<file path="src/rtl/apb_mem_slave_param_if.sv">
// ---------------------------------------------------------------------------
// apb_mem_slave_param_if
//
// Bus bundle for the parametrised APB memory slave. It carries the APB3/APB4
// style setup/access handshake between one bus master and one slave.
//
// Signals:
//   address      byte address (PADDR)
//   select       slave select (PSEL)
//   enable       access phase (PENABLE)
//   write_en     1 = write, 0 = read (PWRITE)
//   write_data   write data (PWDATA)
//   strobe       byte-lane write enables (PSTRB)
//   ready        transfer complete (PREADY)
//   slave_error  transfer error (PSLVERR), meaningful only while ready=1
//   read_data    read data (PRDATA), meaningful only while ready=1
//
// Modports:
//   master  drives the request side and observes the response
//   slave   observes the request side and drives the response
// ---------------------------------------------------------------------------
interface apb_mem_slave_param_if #(
  parameter int ADDR_WIDTH = 32,
  parameter int DATA_WIDTH = 32
);

  logic [ADDR_WIDTH-1:0]   address;
  logic                    select;
  logic                    enable;
  logic                    write_en;
  logic [DATA_WIDTH-1:0]   write_data;
  logic [DATA_WIDTH/8-1:0] strobe;
  logic                    ready;
  logic                    slave_error;
  logic [DATA_WIDTH-1:0]   read_data;

  modport master (
    output address, select, enable, write_en, write_data, strobe,
    input  ready, slave_error, read_data
  );

  modport slave (
    input  address, select, enable, write_en, write_data, strobe,
    output ready, slave_error, read_data
  );

endinterface

</file>
<file path="src/rtl/apb_mem_slave_param.sv">
// ---------------------------------------------------------------------------
// apb_mem_slave_param
//
// Parametrised APB memory-mapped slave: a word-addressed storage array of
// DEPTH words of DATA_WIDTH bits, mapped at BASE_ADDR, behind the APB
// setup/access handshake. Each transfer takes one setup cycle, WAIT_STATES
// ready-low cycles and one access cycle. Writes honour byte strobes.
// Out-of-range or misaligned accesses complete with slave_error=1 and never
// touch the array.
//
// Ports:
//   clock   in   system clock, rising edge
//   reset   in   synchronous, active-high reset
//   bus     slave modport of apb_mem_slave_param_if (address, select,
//           enable, write_en, write_data, strobe in; ready, slave_error,
//           read_data out)
//
// Parameters:
//   DATA_WIDTH   data bus width in bits, multiple of 8, >= 8
//   ADDR_WIDTH   byte address width
//   DEPTH        number of words, power of 2, >= 2
//   BASE_ADDR    byte address of word 0, aligned to DATA_WIDTH/8
//   WAIT_STATES  ready-low cycles per transfer, 0..15
//
// Build option:
//   APB_MEM_CLEAR_ON_RESET_EN  when defined, every word is cleared to zero on
//                              a reset edge; otherwise the array keeps its
//                              contents across reset.
// ---------------------------------------------------------------------------
module apb_mem_slave_param #(
  parameter int                    DATA_WIDTH  = 32,
  parameter int                    ADDR_WIDTH  = 32,
  parameter int                    DEPTH       = 32,
  parameter logic [ADDR_WIDTH-1:0] BASE_ADDR   = '0,
  parameter int                    WAIT_STATES = 0
) (
  input logic                  clock,
  input logic                  reset,
  apb_mem_slave_param_if.slave bus
);

  localparam int LANES = DATA_WIDTH / 8;
  localparam int LSB   = $clog2(LANES);
  localparam int IDX_W = $clog2(DEPTH);

  // Low address bits that must be zero for a word-aligned access; empty
  // (all zero) for an 8-bit data bus, where every byte address is aligned.
  localparam logic [ADDR_WIDTH-1:0] ALIGN_MASK =
    ADDR_WIDTH'((64'd1 << LSB) - 64'd1);

  localparam logic [3:0] WAIT_LOAD = 4'(WAIT_STATES);

  typedef enum logic [1:0] {
    ST_IDLE,
    ST_WAIT,
    ST_ACCESS
  } state_t;

  // With no wait states the setup phase goes straight to the access phase.
  localparam state_t FIRST_STATE = (WAIT_STATES > 0) ? ST_WAIT : ST_ACCESS;

  state_t state;
  state_t state_next;
  logic [3:0] count;
  logic [3:0] count_next;

  // Request attributes captured in the setup phase; later changes on the bus
  // are deliberately ignored for the rest of the transfer.
  logic [IDX_W-1:0] idx_q;
  logic             write_q;
  logic [LANES-1:0] strobe_q;
  logic             err_q;

  logic [DATA_WIDTH-1:0] mem [DEPTH];

  // -------------------------------------------------------------------------
  // Address decode for the setup phase
  // -------------------------------------------------------------------------
  logic [ADDR_WIDTH-1:0] offset;
  logic [ADDR_WIDTH-1:0] word_idx;
  logic                  setup_err;

  always_comb begin
    // The subtraction wraps for addresses below BASE_ADDR; that case is
    // flagged separately so the wrapped offset is never used.
    offset    = bus.address - BASE_ADDR;
    word_idx  = offset >> LSB;
    setup_err = (bus.address < BASE_ADDR)
             || (word_idx >= ADDR_WIDTH'(DEPTH))
             || ((offset & ALIGN_MASK) != '0);
  end

  logic setup_phase;
  logic access_phase;

  assign setup_phase  = bus.select & ~bus.enable;
  assign access_phase = bus.select &  bus.enable;

  // -------------------------------------------------------------------------
  // Next-state and output decode
  // -------------------------------------------------------------------------
  logic latch_en;
  logic ready_c;
  logic do_write;

  always_comb begin
    // NOTE: every signal driven here gets a default first, so no path can
    // leave it unassigned and infer a latch.
    state_next = state;
    count_next = count;
    latch_en   = 1'b0;
    ready_c    = 1'b0;
    do_write   = 1'b0;

    unique case (state)
      ST_IDLE: begin
        if (setup_phase) begin
          latch_en   = 1'b1;
          count_next = WAIT_LOAD;
          state_next = FIRST_STATE;
        end
      end

      ST_WAIT: begin
        if (access_phase) begin
          count_next = count - 4'd1;
          // The cycle that consumes the last wait state hands over to the
          // access cycle, giving exactly WAIT_STATES ready-low cycles.
          if (count == 4'd1) begin
            state_next = ST_ACCESS;
          end
        end else begin
          // Master dropped the transfer: abandon it without writing.
          state_next = ST_IDLE;
        end
      end

      ST_ACCESS: begin
        ready_c    = access_phase;
        do_write   = access_phase & write_q & ~err_q;
        // Returning to IDLE lets a setup phase in the very next cycle start
        // the following transfer with no gap.
        state_next = ST_IDLE;
      end

      default: begin
        state_next = ST_IDLE;
      end
    endcase
  end

  assign bus.ready       = ready_c;
  assign bus.slave_error = ready_c & err_q;
  assign bus.read_data   = (ready_c && !err_q && !write_q) ? mem[idx_q] : '0;

  // -------------------------------------------------------------------------
  // State register and request capture
  // -------------------------------------------------------------------------
  always_ff @(posedge clock) begin
    // NOTE: sequential state uses non-blocking assignments so every register
    // samples the pre-edge values regardless of statement order.
    if (reset) begin
      state    <= ST_IDLE;
      count    <= '0;
      idx_q    <= '0;
      write_q  <= 1'b0;
      strobe_q <= '0;
      err_q    <= 1'b0;
    end else begin
      state <= state_next;
      count <= count_next;
      if (latch_en) begin
        idx_q    <= word_idx[IDX_W-1:0];
        write_q  <= bus.write_en;
        strobe_q <= bus.strobe;
        err_q    <= setup_err;
      end
    end
  end

  // -------------------------------------------------------------------------
  // Storage array
  // -------------------------------------------------------------------------
`ifdef APB_MEM_CLEAR_ON_RESET_EN
  always_ff @(posedge clock) begin
    if (reset) begin
      for (int i = 0; i < DEPTH; i++) begin
        mem[i] <= '0;
      end
    end else if (do_write) begin
      for (int b = 0; b < LANES; b++) begin
        if (strobe_q[b]) begin
          mem[idx_q][b*8 +: 8] <= bus.write_data[b*8 +: 8];
        end
      end
    end
  end
`else
  // NOTE: the array has no reset term so it can map onto plain RAM; only the
  // write is blocked while reset is high, so a reset edge never stores data.
  always_ff @(posedge clock) begin
    if (!reset && do_write) begin
      for (int b = 0; b < LANES; b++) begin
        if (strobe_q[b]) begin
          mem[idx_q][b*8 +: 8] <= bus.write_data[b*8 +: 8];
        end
      end
    end
  end
`endif

endmodule
</file>
<file path="src/flat_wrapper.sv">
// flat-port wrapper written by rule: the top's interface ports become plain ports
module apb_mem_slave_param_flat 
#(
  parameter int                    DATA_WIDTH  = 32,
  parameter int                    ADDR_WIDTH  = 32,
  parameter int                    DEPTH       = 32,
  parameter logic [ADDR_WIDTH-1:0] BASE_ADDR   = '0,
  parameter int                    WAIT_STATES = 0
)
  (clock, reset, bus_address, bus_select, bus_enable, bus_write_en, bus_write_data, bus_strobe, bus_ready, bus_slave_error, bus_read_data);
  apb_mem_slave_param_if #(.ADDR_WIDTH(ADDR_WIDTH), .DATA_WIDTH(DATA_WIDTH)) bus_i ();
  input logic clock;
  input logic reset;
  input wire logic [$bits(bus_i.address)-1:0] bus_address;
  input wire logic [$bits(bus_i.select)-1:0] bus_select;
  input wire logic [$bits(bus_i.enable)-1:0] bus_enable;
  input wire logic [$bits(bus_i.write_en)-1:0] bus_write_en;
  input wire logic [$bits(bus_i.write_data)-1:0] bus_write_data;
  input wire logic [$bits(bus_i.strobe)-1:0] bus_strobe;
  output wire logic [$bits(bus_i.ready)-1:0] bus_ready;
  output wire logic [$bits(bus_i.slave_error)-1:0] bus_slave_error;
  output wire logic [$bits(bus_i.read_data)-1:0] bus_read_data;
  assign bus_i.address = bus_address;
  assign bus_i.select = bus_select;
  assign bus_i.enable = bus_enable;
  assign bus_i.write_en = bus_write_en;
  assign bus_i.write_data = bus_write_data;
  assign bus_i.strobe = bus_strobe;
  assign bus_ready = bus_i.ready;
  assign bus_slave_error = bus_i.slave_error;
  assign bus_read_data = bus_i.read_data;
  apb_mem_slave_param #(.DATA_WIDTH(DATA_WIDTH), .ADDR_WIDTH(ADDR_WIDTH), .DEPTH(DEPTH), .BASE_ADDR(BASE_ADDR), .WAIT_STATES(WAIT_STATES)) u_core (.clock(clock), .reset(reset), .bus(bus_i));
endmodule
</file>
<file path="config.mk">
export PLATFORM = sky130hd
export DESIGN_NAME = apb_mem_slave_param_flat
export DESIGN_NICKNAME = d
export VERILOG_FILES = /design/src/rtl/apb_mem_slave_param_if.sv /design/src/rtl/apb_mem_slave_param.sv /design/src/flat_wrapper.sv
export SDC_FILE = /design/constraint.sdc
export NUM_CORES = 1
export LEC_CHECK = 0
export ABC_AREA = 1
export CORE_ASPECT_RATIO = 0.5
export CORE_MARGIN = 2
export CORE_UTILIZATION = 55
export CTS_CLUSTER_DIAMETER = 40
export DETAILED_ROUTE_END_ITERATION = 8
export MAX_ROUTING_LAYER = met4
export PLACE_DENSITY = 0.73
export SLEW_MARGIN = 20
export SYNTH_ARGS = -nofsm -noshare
export SYNTH_HDL_FRONTEND = slang
export SYNTH_SLANG_ARGS = --single-unit
</file>
<file path="constraint.sdc">
create_clock -name clock -period 4.63 [get_ports clock]
set_input_delay 0.6945 -clock clock [delete_from_list [all_inputs] [get_ports clock]]
set_output_delay 0.6945 -clock clock [all_outputs]
set_load 0.05 [all_outputs]
</file>
Word-level counts from Yosys, hierarchy flattened
Memory sizes are Yosys's and may differ from the RTL's. A register that Yosys moved wholly into a read port is not among the register bits.
Cells that the tools add are included.
- reduce and logical (&&, ||, !) cells: 13
- muxes and demuxes: 26
- order comparisons: 2
- equality and inequality tests: 6
- bitwise operators: 7
- add/sub/neg operators: 1
- operators with widths (cell ; count):
    < comparator 32 x 1 -> 1 bit (second input constant) ; 1
    two-way mux 32 bit ; 1
    nonzero test 32 bit ; 1
    greater-or-equal comparator 30 x 6 -> 1 bit (second input constant) ; 1
    two-way mux 1 bit ; 16
    two-way mux 5 bit ; 2
    two-way mux 4 bit ; 2
    case mux 4 bit (2 select lines) ; 1
    two-way mux 2 bit ; 3
    AND 1 bit ; 5
    equality test 4 x 1 -> 1 bit (second input constant) ; 1
    inequality test 2 x 1 -> 1 bit (second input constant) ; 2
    case mux 2 bit (2 select lines) ; 1
    subtractor 4 x 1 -> 4 bit (second input constant) ; 1
    logical AND 1 bit ; 3
    logical NOT 1 bit ; 3
    inequality test 3 bit (second input constant) ; 1
    AND reduction 3 bit ; 1
    equality test 2 x 1 -> 1 bit (second input constant) ; 1
    equality test 2 bit (second input constant) ; 1
    logical NOT 2 bit ; 1
    logical OR 1 bit ; 2
    inverter 1 bit ; 2
    AND reduction 2 bit ; 1
    nonzero test 2 bit ; 1
- memories kept: 1
- logic and storage cells: 62
- output and inout bits: 34
- RAM bits: 1024
- input port bits: 73
- register bits after elaboration: 17
- memories (name ; depth ; bits a word ; rd ports ; clocked after memory_dff ; write ports ; line ; source):
    u_core.mem ; 32 ; 32 ; 1 ; 1 ; 1 ; apb_mem_slave_param.sv:74 ; logic [DATA_WIDTH-1:0] mem [DEPTH];

Logic depth before layout (Yosys ltp)
Gate-level depths: netlist of run 1.
- word-level depth: 7
- depth in mapped cells: 12
- gate-level depth less buffers: 9

Worst setup path after synthesis of run 1
OpenSTA, ideal clock, no wires.
- kind: input-to-output
- from: input port bus_select
- to: output port bus_read_data[10]
- data required time: 3.936 ns
- stages on the path: 7
- setup slack: 1.450 ns
- path buffers: 1
- arrival time: 2.485 ns
- path through: nand3_1 inv_1 nand2_1 nor2_1 clkbuf_1 nand2_1 nor2_1
- longest elaborated chain between the ends: 5
- ends and longest elaborated chain (what ; line ; source):
    start, declared ; flat_wrapper.sv:15 ; input wire logic [$bits(bus_i.select)-1:0] bus_select;
    AND 1 bit ; apb_mem_slave_param.sv:97 ; assign access_phase = bus.select & bus.enable;
    two-way mux 1 bit ; apb_mem_slave_param.sv:115 ; unique case (state)
    net bus_ready ; flat_wrapper.sv:20 ; output wire logic [$bits(bus_i.ready)-1:0] bus_ready;
    logical AND 1 bit (2 in series) ; apb_mem_slave_param.sv:154 ; assign bus.read_data = (ready_c && !err_q && !write_q) ? mem[idx_q] : '0;
    two-way mux 32 bit ; apb_mem_slave_param.sv:154 ;
    end, declared ; flat_wrapper.sv:22 ; output wire logic [$bits(bus_i.read_data)-1:0] bus_read_data;
The timed path passes the listed nets, and every way through them passes these cells.

==> impl_results.md, run 1 <==
* CP endpoint kind: output port
* Dominant cells by area after synthesis: edfxtp_1 (72%), nand2_1 (11%), nand3_1 (8.1%), nor2_1 (3.1%), buf_2 (1.2%)
* Critical Path AT at ~3.8 ns
* Root Driver: clkbuf_16
* TritonCTS Buffers at 96
* Maxcap violations at 0
* Area grow syn2layout at 12.5%
* Fraction of layout cells with a size suffix above 1 at 0.0793
* Setup TNS Final at 0 ns
* Minimum clock period after layout at roughly 4.5 ns
* Pins over their slew limit at 0
* Ports at about 110
* Routed met2 length at roughly 51000 um
* Internal power at ~0.015 W
* Tot GR Track Use at 0.284
* DRT Pass-1 Iters at 6
* Clock power frac at 0.405
* Startpoint types: flip-flop
* Setup ws final at 0.175 ns
* CTS Hold Bufs at 0
* Routed len/inst at around 22 um
* Synth Instances at approximately 3700
* Switching power at around 0.0046 W
* GR Overflow Total at 0
* First-pass GRT wire length at between 150000 and 200000 um
* Total power at between 0.015 and 0.02 W
* Initial drt markers at 4193
* Routed Antenna Nets at 0
* Post-synthesis sequential area ratio at 0.727
* CTS sink count at ~1000
* Detailed Place HPWL at roughly 63000 um
* # rows at 72
* Post-synth cell types at 20
* Initial Util at 0.554
* Largest net degree at the start of global routing at 253
* Core Region at roughly 77000 sq um
* Residual DRC count at 0
* Via Count at a little under 30000
* Max Root-Sink Buffers at 3
* CP required at about 3.9 ns
* Worst slew margin at 0.0722
* Clk_lat worst skew at roughly 0.67 ns
* Ys Warns at 0
* Post-Route Utilization at 0.624
* DR vias/cell at approximately 5.9
* DRT met1 WL at 42200 um
* Full die area at 80100 sq um
* Setup Viol. Count Final at 0
* Final wirelength at between 100000 and 150000 um
* Met3 WL post-DR at 12800 um
* Initial antenna violation count at 3
* Die Wd at about 400 um
* Die Span Y at a little over 200 um
* Crit share post-route at 0.962
* Leading area contributor after synthesis: edfxtp_1
* Sw frac at 0.231
* Seq pwr share at 0.523
* R2R Setup Slk at 1.76 ns
* Setup WS pre-CTS at slightly below 0.8 ns
* Worst Hold Class: reg -> reg
* Buffers on Ports at 106
* Outcome: finished, final reports clean
* Highest metal used: met4
* Syn_area_per_cell at 11.4 sq um
* CTS H-tree depth at 3
* Area of the multi-input gates at around 10000 sq um
* Yosys reg bits at 1041
* Slew @ Worst Pin at between 1 and 1.5 ns
* Fillers at between 5000 and 6000
* Share of the synthesized area in the top cell type at 0.719
* Fmax achieved at 224 MHz
* Vias in the first global route at 28000
* FF/Latch Area at around 31000 sq um
* Skew final at about 0.033 ns
* CTS tree: done
* WS Path Type: reg -> out
* Synthesized Nets at 3817
* Setup repair bufs after CTS at 0
* Logic pwr share at 0.073
* RSZ-0062 raised after global routing: no
* Cell leakage power at between 15 and 20 nW
* Power Density at 412 nW/um^2
* Fin. Hold Viols at 0
* Nets at a little under 4000
* CP max FO at 58
* Post-Syn Area at around 43000 sq um
* Clock slew at the register clock pins of the worst setup and hold paths at around 0.07 ns
* Worst vdd ir at roughly 270 uV
* Gpl congestion at 0.838
[cells by family after synthesis]
group	Yosys count	synth area share
and+or+nand+nor	2347	0.227
DFF	1041	0.727
buffers and inverters	251	0.0334
AOI/OAI and AO/OA	105	0.0123
[registers in the layout, summed over array words and instances (netlist names), named ones only]
register,cells
u_core.mem,1024
u_core.idx_q,5
u_core.strobe_q,4
u_core.err_q,1
u_core.state,1
u_core.write_q,1
[layout by cell type (no fill, tap or decap), types with 2 or more instances in the layout]
cell / count
a21oi_1: 10
buf_12: 28
buf_2: 15
buf_4: 105
bufinv_16: 10
clkbuf_1: 12
clkbuf_16: 99
clkdlybuf4s50_1: 75
clkinv_1: 13
clkinv_2: 15
clkinv_4: 5
clkinvlp_4: 13
dfxtp_1: 12
dfxtp_2: 2
dfxtp_4: 3
diode_2: 3
edfxtp_1: 1024
inv_1: 12
inv_6: 5
inv_8: 3
nand2_1: 1291
nand3_1: 690
nor2_1: 348
nor3_1: 8
nor4_1: 7
o21ai_0: 68
o21ai_1: 27
[Yosys cell counts (all sizes together)]
master and instances:
buf 195, nor3 9, nand3 690, clkbuf 40
a21oi 10, nor4 7, edfxtp 1024, nand4 1
inv 16, nand2 1291, nor2 349, o21ai 95
dfxtp 17
[routing by layer]
layer  vias to the layer above  GRT usage
li1                      13200          -
met2                      1658      0.433
met4                         0      0.111
met3                       237     0.0593
met5                         -          -
met1                     14000      0.378
[worst max-delay path: stages, from the launching register on]
cell,delay [ns]
dfxtp_4,0.70
buf_4,0.70
nand3_1,0.15
nand3_1,0.12
nand2_1,0.11
nand2_1,0.07
nand3_1,0.27
nand2_1,0.16
nor2_1,0.08
clkdlybuf4s50_1,0.70
[through the flow]
step | std cells | cell area (sq um) | hold WS, ns
2_1_floorplan | 3744 | 42800 | 0.455
4_1_cts | 4944 | 48100 | 0.487
3_3_place_gp | 4768 | 45000 | 0.466
3_5_place_dp | 4768 | 45000 | 0.471
5_1_grt | 4947 | 48100 | 0.540
6_report | 4947 | 48100 | 0.487
[final timing paths]
| check | startpoint | endpoint | depth (start not counted) |
|---|---|---|---|
| hold / removal | u_core.strobe_q[0] | u_core.strobe_q[0] | 2 |
| setup / recovery | flip-flop | bus_read_data[3] | 9 |
| hold reg to reg | u_core.strobe_q[0] | u_core.strobe_q[0] | 2 |
| setup reg to reg | u_core.idx_q[3] | u_core.mem[9][7] | 4 |
[power by group through the flow]
stage               combinational (W)  sequential [W]  clock [W]
floorplan                    0.000873          0.0106          0
global placement              0.00139          0.0106          0
detailed placement            0.00142          0.0106          0
CTS                           0.00142          0.0104    0.00806
global route                  0.00157          0.0104    0.00842
finish                        0.00144          0.0104    0.00802
[layout make-up]
cell class              instances  share of cell area
multi-input cells            2452               0.213
clock inverters                64              0.0134
repair buffers                223              0.0452
flip-flops and latches       1041               0.647
clock buffers                 112              0.0527
well taps                    1036              0.0270
diodes                          3            0.000156
inverters                      16             0.00190
[what timing repair did]
action / 4_1_cts / 5_1_grt
hold endpoints to repair: 0 / 0
setup endpoints to repair: 0 / 1
resized for setup: 0 / 2
Note: power is estimated with default switching activity, not from simulation.
==> run 2: changes to the inputs <==
ABC_AREA = unset   (was 1)
CORE_MARGIN = unset   (was 2)
==> impl_results.md, run 2 <==
* CP max FO at 38 (-34%)
* Detailed Place HPWL at 56200 um (-11%)
* Ant. Diodes at 0 (-3)
* Initial drt markers at 2440 (-42%)
* Fraction of layout cells with a size suffix above 1 at 0.239 (+0.159)
* Commonest non-fill, non-tap cells in the layout: edfxtp_1 (1024), mux4_2 (223), nor2_1 (135)
* Fmax achieved at 241 MHz (+7.3%)
* Routed len/inst at 30.2 um (+35%)
* WP buf/inv at 3 (+1)
* Cell leakage power at 13.9 nW (-19%)
* Post-synthesis sequential area ratio at 0.770 (+0.0426)
* Synth Instances at 1920 (-49%)
* Outcome: finished, final reports clean
* Pins over their slew limit at 0 (unchanged)
* Setup WS pre-CTS at 0.820 ns (+0.0393 ns)
* Crit path capture: bus_read_data[1]
* First-pass GRT wire length at 136000 um (-18%)
* CTS H-tree depth at 3 (unchanged)
* Synth async-reset ratio at 0 (unchanged)
* Met1 Track Usage GR at 0.380 (+0.00188)
* Fillers at 4690 (-18%)
* Clock slew at the register clock pins of the worst setup and hold paths at 0.07 ns (about the same)
* Regs by FF count: u_core.mem: 1024 flops, u_core.idx_q: 5 flops, u_core.strobe_q: 4 flops
* Initial Util at 0.562 (+0.00787)
* Routed Antenna Nets at 0 (unchanged)
* Core Region at 71800 sq um (-6.9%)
* Die Span Y at 194 um (-3.7%)
* Skew final at 0.0176 ns (-0.0153 ns)
* Slew @ Worst Pin at 1.15 ns (-0.239 ns)
* Fin. Hold Viols at 0 (unchanged)
* Commonest cells post-synth: edfxtp_1 (1024), mux4_2 (223), nor2_1 (136), mux2i_1 (128), nand2_1 (76)
* Largest net degree at the start of global routing at 63 (-75%)
* Nets at 2159 (-45%)
* DR vias/cell at 6.46 (+10%)
* Setup Viol. Count Final at 0 (unchanged)
* Residual DRC count at 0 (unchanged)
* R2R Path Start: u_core.state[1]
* Via Count at 20100 (-31%)
* Count leader, synth: edfxtp_1
* Post-synth cell types at 37 (+85%)
* Worst Hold Class: reg -> reg
* Cells after DPL at 2951 (-38%)
* Post-Syn Area at 40400 sq um (-5.5%)
* Clk_lat worst skew at 0.66 ns (about the same)
* Commonest non-fill, non-tap cell in the layout: edfxtp_1
* R2R cell count at 5 (+1)
* Worst R2R End: u_core.mem[5][24]
* Critical Path AT at 3.46 ns (-0.30 ns)
* Setup repair bufs after CTS at 0 (unchanged)
* Vias in the first global route at 20100 (-28%)
* TritonCTS Buffers at 91 (-5.2%)
* GR Layer Usage met2 at 0.374 (-0.0593)
* Final wirelength at 93900 um (-15%)
* WS Path Type: reg -> out
* CTS Hold Bufs at 0 (unchanged)
* GR Overflow Total at 0 (unchanged)
* Leading area contributor after synthesis: edfxtp_1
* Share of the synthesized area in the top cell type at 0.761 (+0.0421)
* Syn_area_per_cell at 21.0 sq um (+84%)
* GR met3 Demand/Resource at 0.0666 (+0.00730)
* Power Density at 408 nW/um^2 (-1.1%)
* Buffers on Ports at 106 (unchanged)
* Top FF cell, synth: edfxtp_1
* Worst vdd ir at 238 uV (-13%)
* CTS sink count at 1041 (unchanged)
* Register bank with the most flops: u_core.mem
* Crit share post-route at 0.897 (-0.0656)
* Ports at 107 (unchanged)
* Ys Warns at 0 (unchanged)
* Full die area at 74600 sq um (-6.9%)
* Minimum clock period after layout at 4.15 ns (-0.304 ns)
* Critical path, cell by cell: buf_12 > and2_1 > buf_4 > a22oi_1 > a31oi_1 > buf_4
* Tot GR Track Use at 0.264 (-0.0201)
* Synthesized Nets at 1993 (-48%)
* Worst slew margin at 0.230 (+0.158)
* Dominant cells by area after synthesis: edfxtp_1 (76%), mux4_2 (12%), mux2i_1 (3.2%), nor2_1 (1.3%), dfxtp_1 (0.84%)
* Setup TNS Final at 0 ns (unchanged)
* Die Wd at 385 um (-3.3%)
* R2R Setup Slk at 1.77 ns (about the same)
* Gpl congestion at 0.855 (+1.9%)
* Most common cell on crit path: buf_4
* CP endpoint kind: output port
* Yosys reg bits at 1041 (unchanged)
* RSZ-0062 raised after global routing: no
* DRT Pass-1 Iters at 6 (unchanged)
* Area grow syn2layout at 12.7%
* Maxcap violations at 0 (unchanged)
* Final Non-Filler Cells at 3113 (-37%)
* CTS tree: done
* Stages on worst setup path at 6 (-3)
* Slowest Stage Delay on Critical Path at 0.88 ns (+0.18 ns)
* Worst-path cell with the longest stage delay: dfxtp_4
* Number of enable flip-flop cells after synthesis at 1024 (unchanged)
* CP required at 3.94 ns (about the same)
* Startpoint types: flip-flop
* Setup ws final at 0.478 ns (+0.304 ns)
* # rows at 69 (-4.2%)
* Top delay family on crit path: buffers and inverters
* Root Driver: clkbuf_16
* Max Root-Sink Buffers at 3 (unchanged)
* Largest register FFs at 1024 (unchanged)
* Initial antenna violation count at 0 (-3)
* Number of gates resized after CTS at 0 (unchanged)
* Grt peak-use layer: met1
* Total power at 0.0186 W (-6.4%)
run 2: changes by cell type after synthesis, moves of 29 or more:
| cell | change |
|---|---|
| a22oi_1 | +32 |
| nand3_1 | -688 |
| mux2i_1 | +128 |
| o21ai_0 | -54 |
| mux4_2 | +223 |
| buf_4 | -29 |
| a221o_1 | +32 |
| nor2_1 | -213 |
| buf_2 | -82 |
| a31oi_1 | +32 |
| nand2_1 | -1215 |
run 2: metal layers:
metal  vias to the layer above  wire length (um)
met4                         0              3000
li1                       8313                 -
met2                      1225             43200
met1                     10400             37300
met3                       179             10400
met5                         -                 0
run 2: logic make-up (layout without fill, tap and decap cells):
logic type             count (synthesis)  in the layout  share of synthesized area
flip-flops                          1041           1041                      0.770
multiplexers                         352            352                      0.157
AND/OR/NAND/NOR                      240            240                     0.0242
AO/OA/AOI/OAI                        164            164                     0.0302
buffers and inverters                123            358                     0.0190
run 2: layout make-up:
type                    count  area, sq um  area share
inverters                   2         8.76    0.000192
flip-flops and latches   1041        31100       0.683
clock inverters            53          442     0.00970
multi-input cells         756         8550       0.188
clock buffers             109         2430      0.0534
repair buffers            194         1780      0.0391
well taps                 958         1200      0.0263
run 2: stage by stage:
stage,utilization,hold slack (ns),area (sq um)
4_1_cts,0.634,0.465,45600
6_report,0.634,0.469,45500
3_5_place_dp,0.594,0.456,42700
2_1_floorplan,-,0.431,40400
3_3_place_gp,0.596,0.452,42800
5_1_grt,0.634,0.487,45500
run 2: worst min path at each step:
stage                       startpoint                 end  slack [ns]  depth (start not counted)
global placement    u_core.strobe_q[3]  u_core.strobe_q[3]        0.45                          2
CTS                     u_core.write_q      u_core.write_q        0.46                          2
floorplan           u_core.strobe_q[3]  u_core.strobe_q[3]        0.43                          2
global route        u_core.strobe_q[0]  u_core.strobe_q[0]        0.49                          2
finish                  u_core.write_q      u_core.write_q        0.47                          2
detailed placement      u_core.write_q      u_core.write_q        0.46                          2
run 2: where the power goes:
part | switching, W | internal, W
clock network | 0.00335 | 0.00409
registers | 0.0000353 | 0.0103
logic | 0.000462 | 0.000283
run 2: worst min-delay path, stage by stage (launching register included):
cell	delay, ns
dfxtp_1	0.32
nand2_1	0.05
a21oi_1	0.05
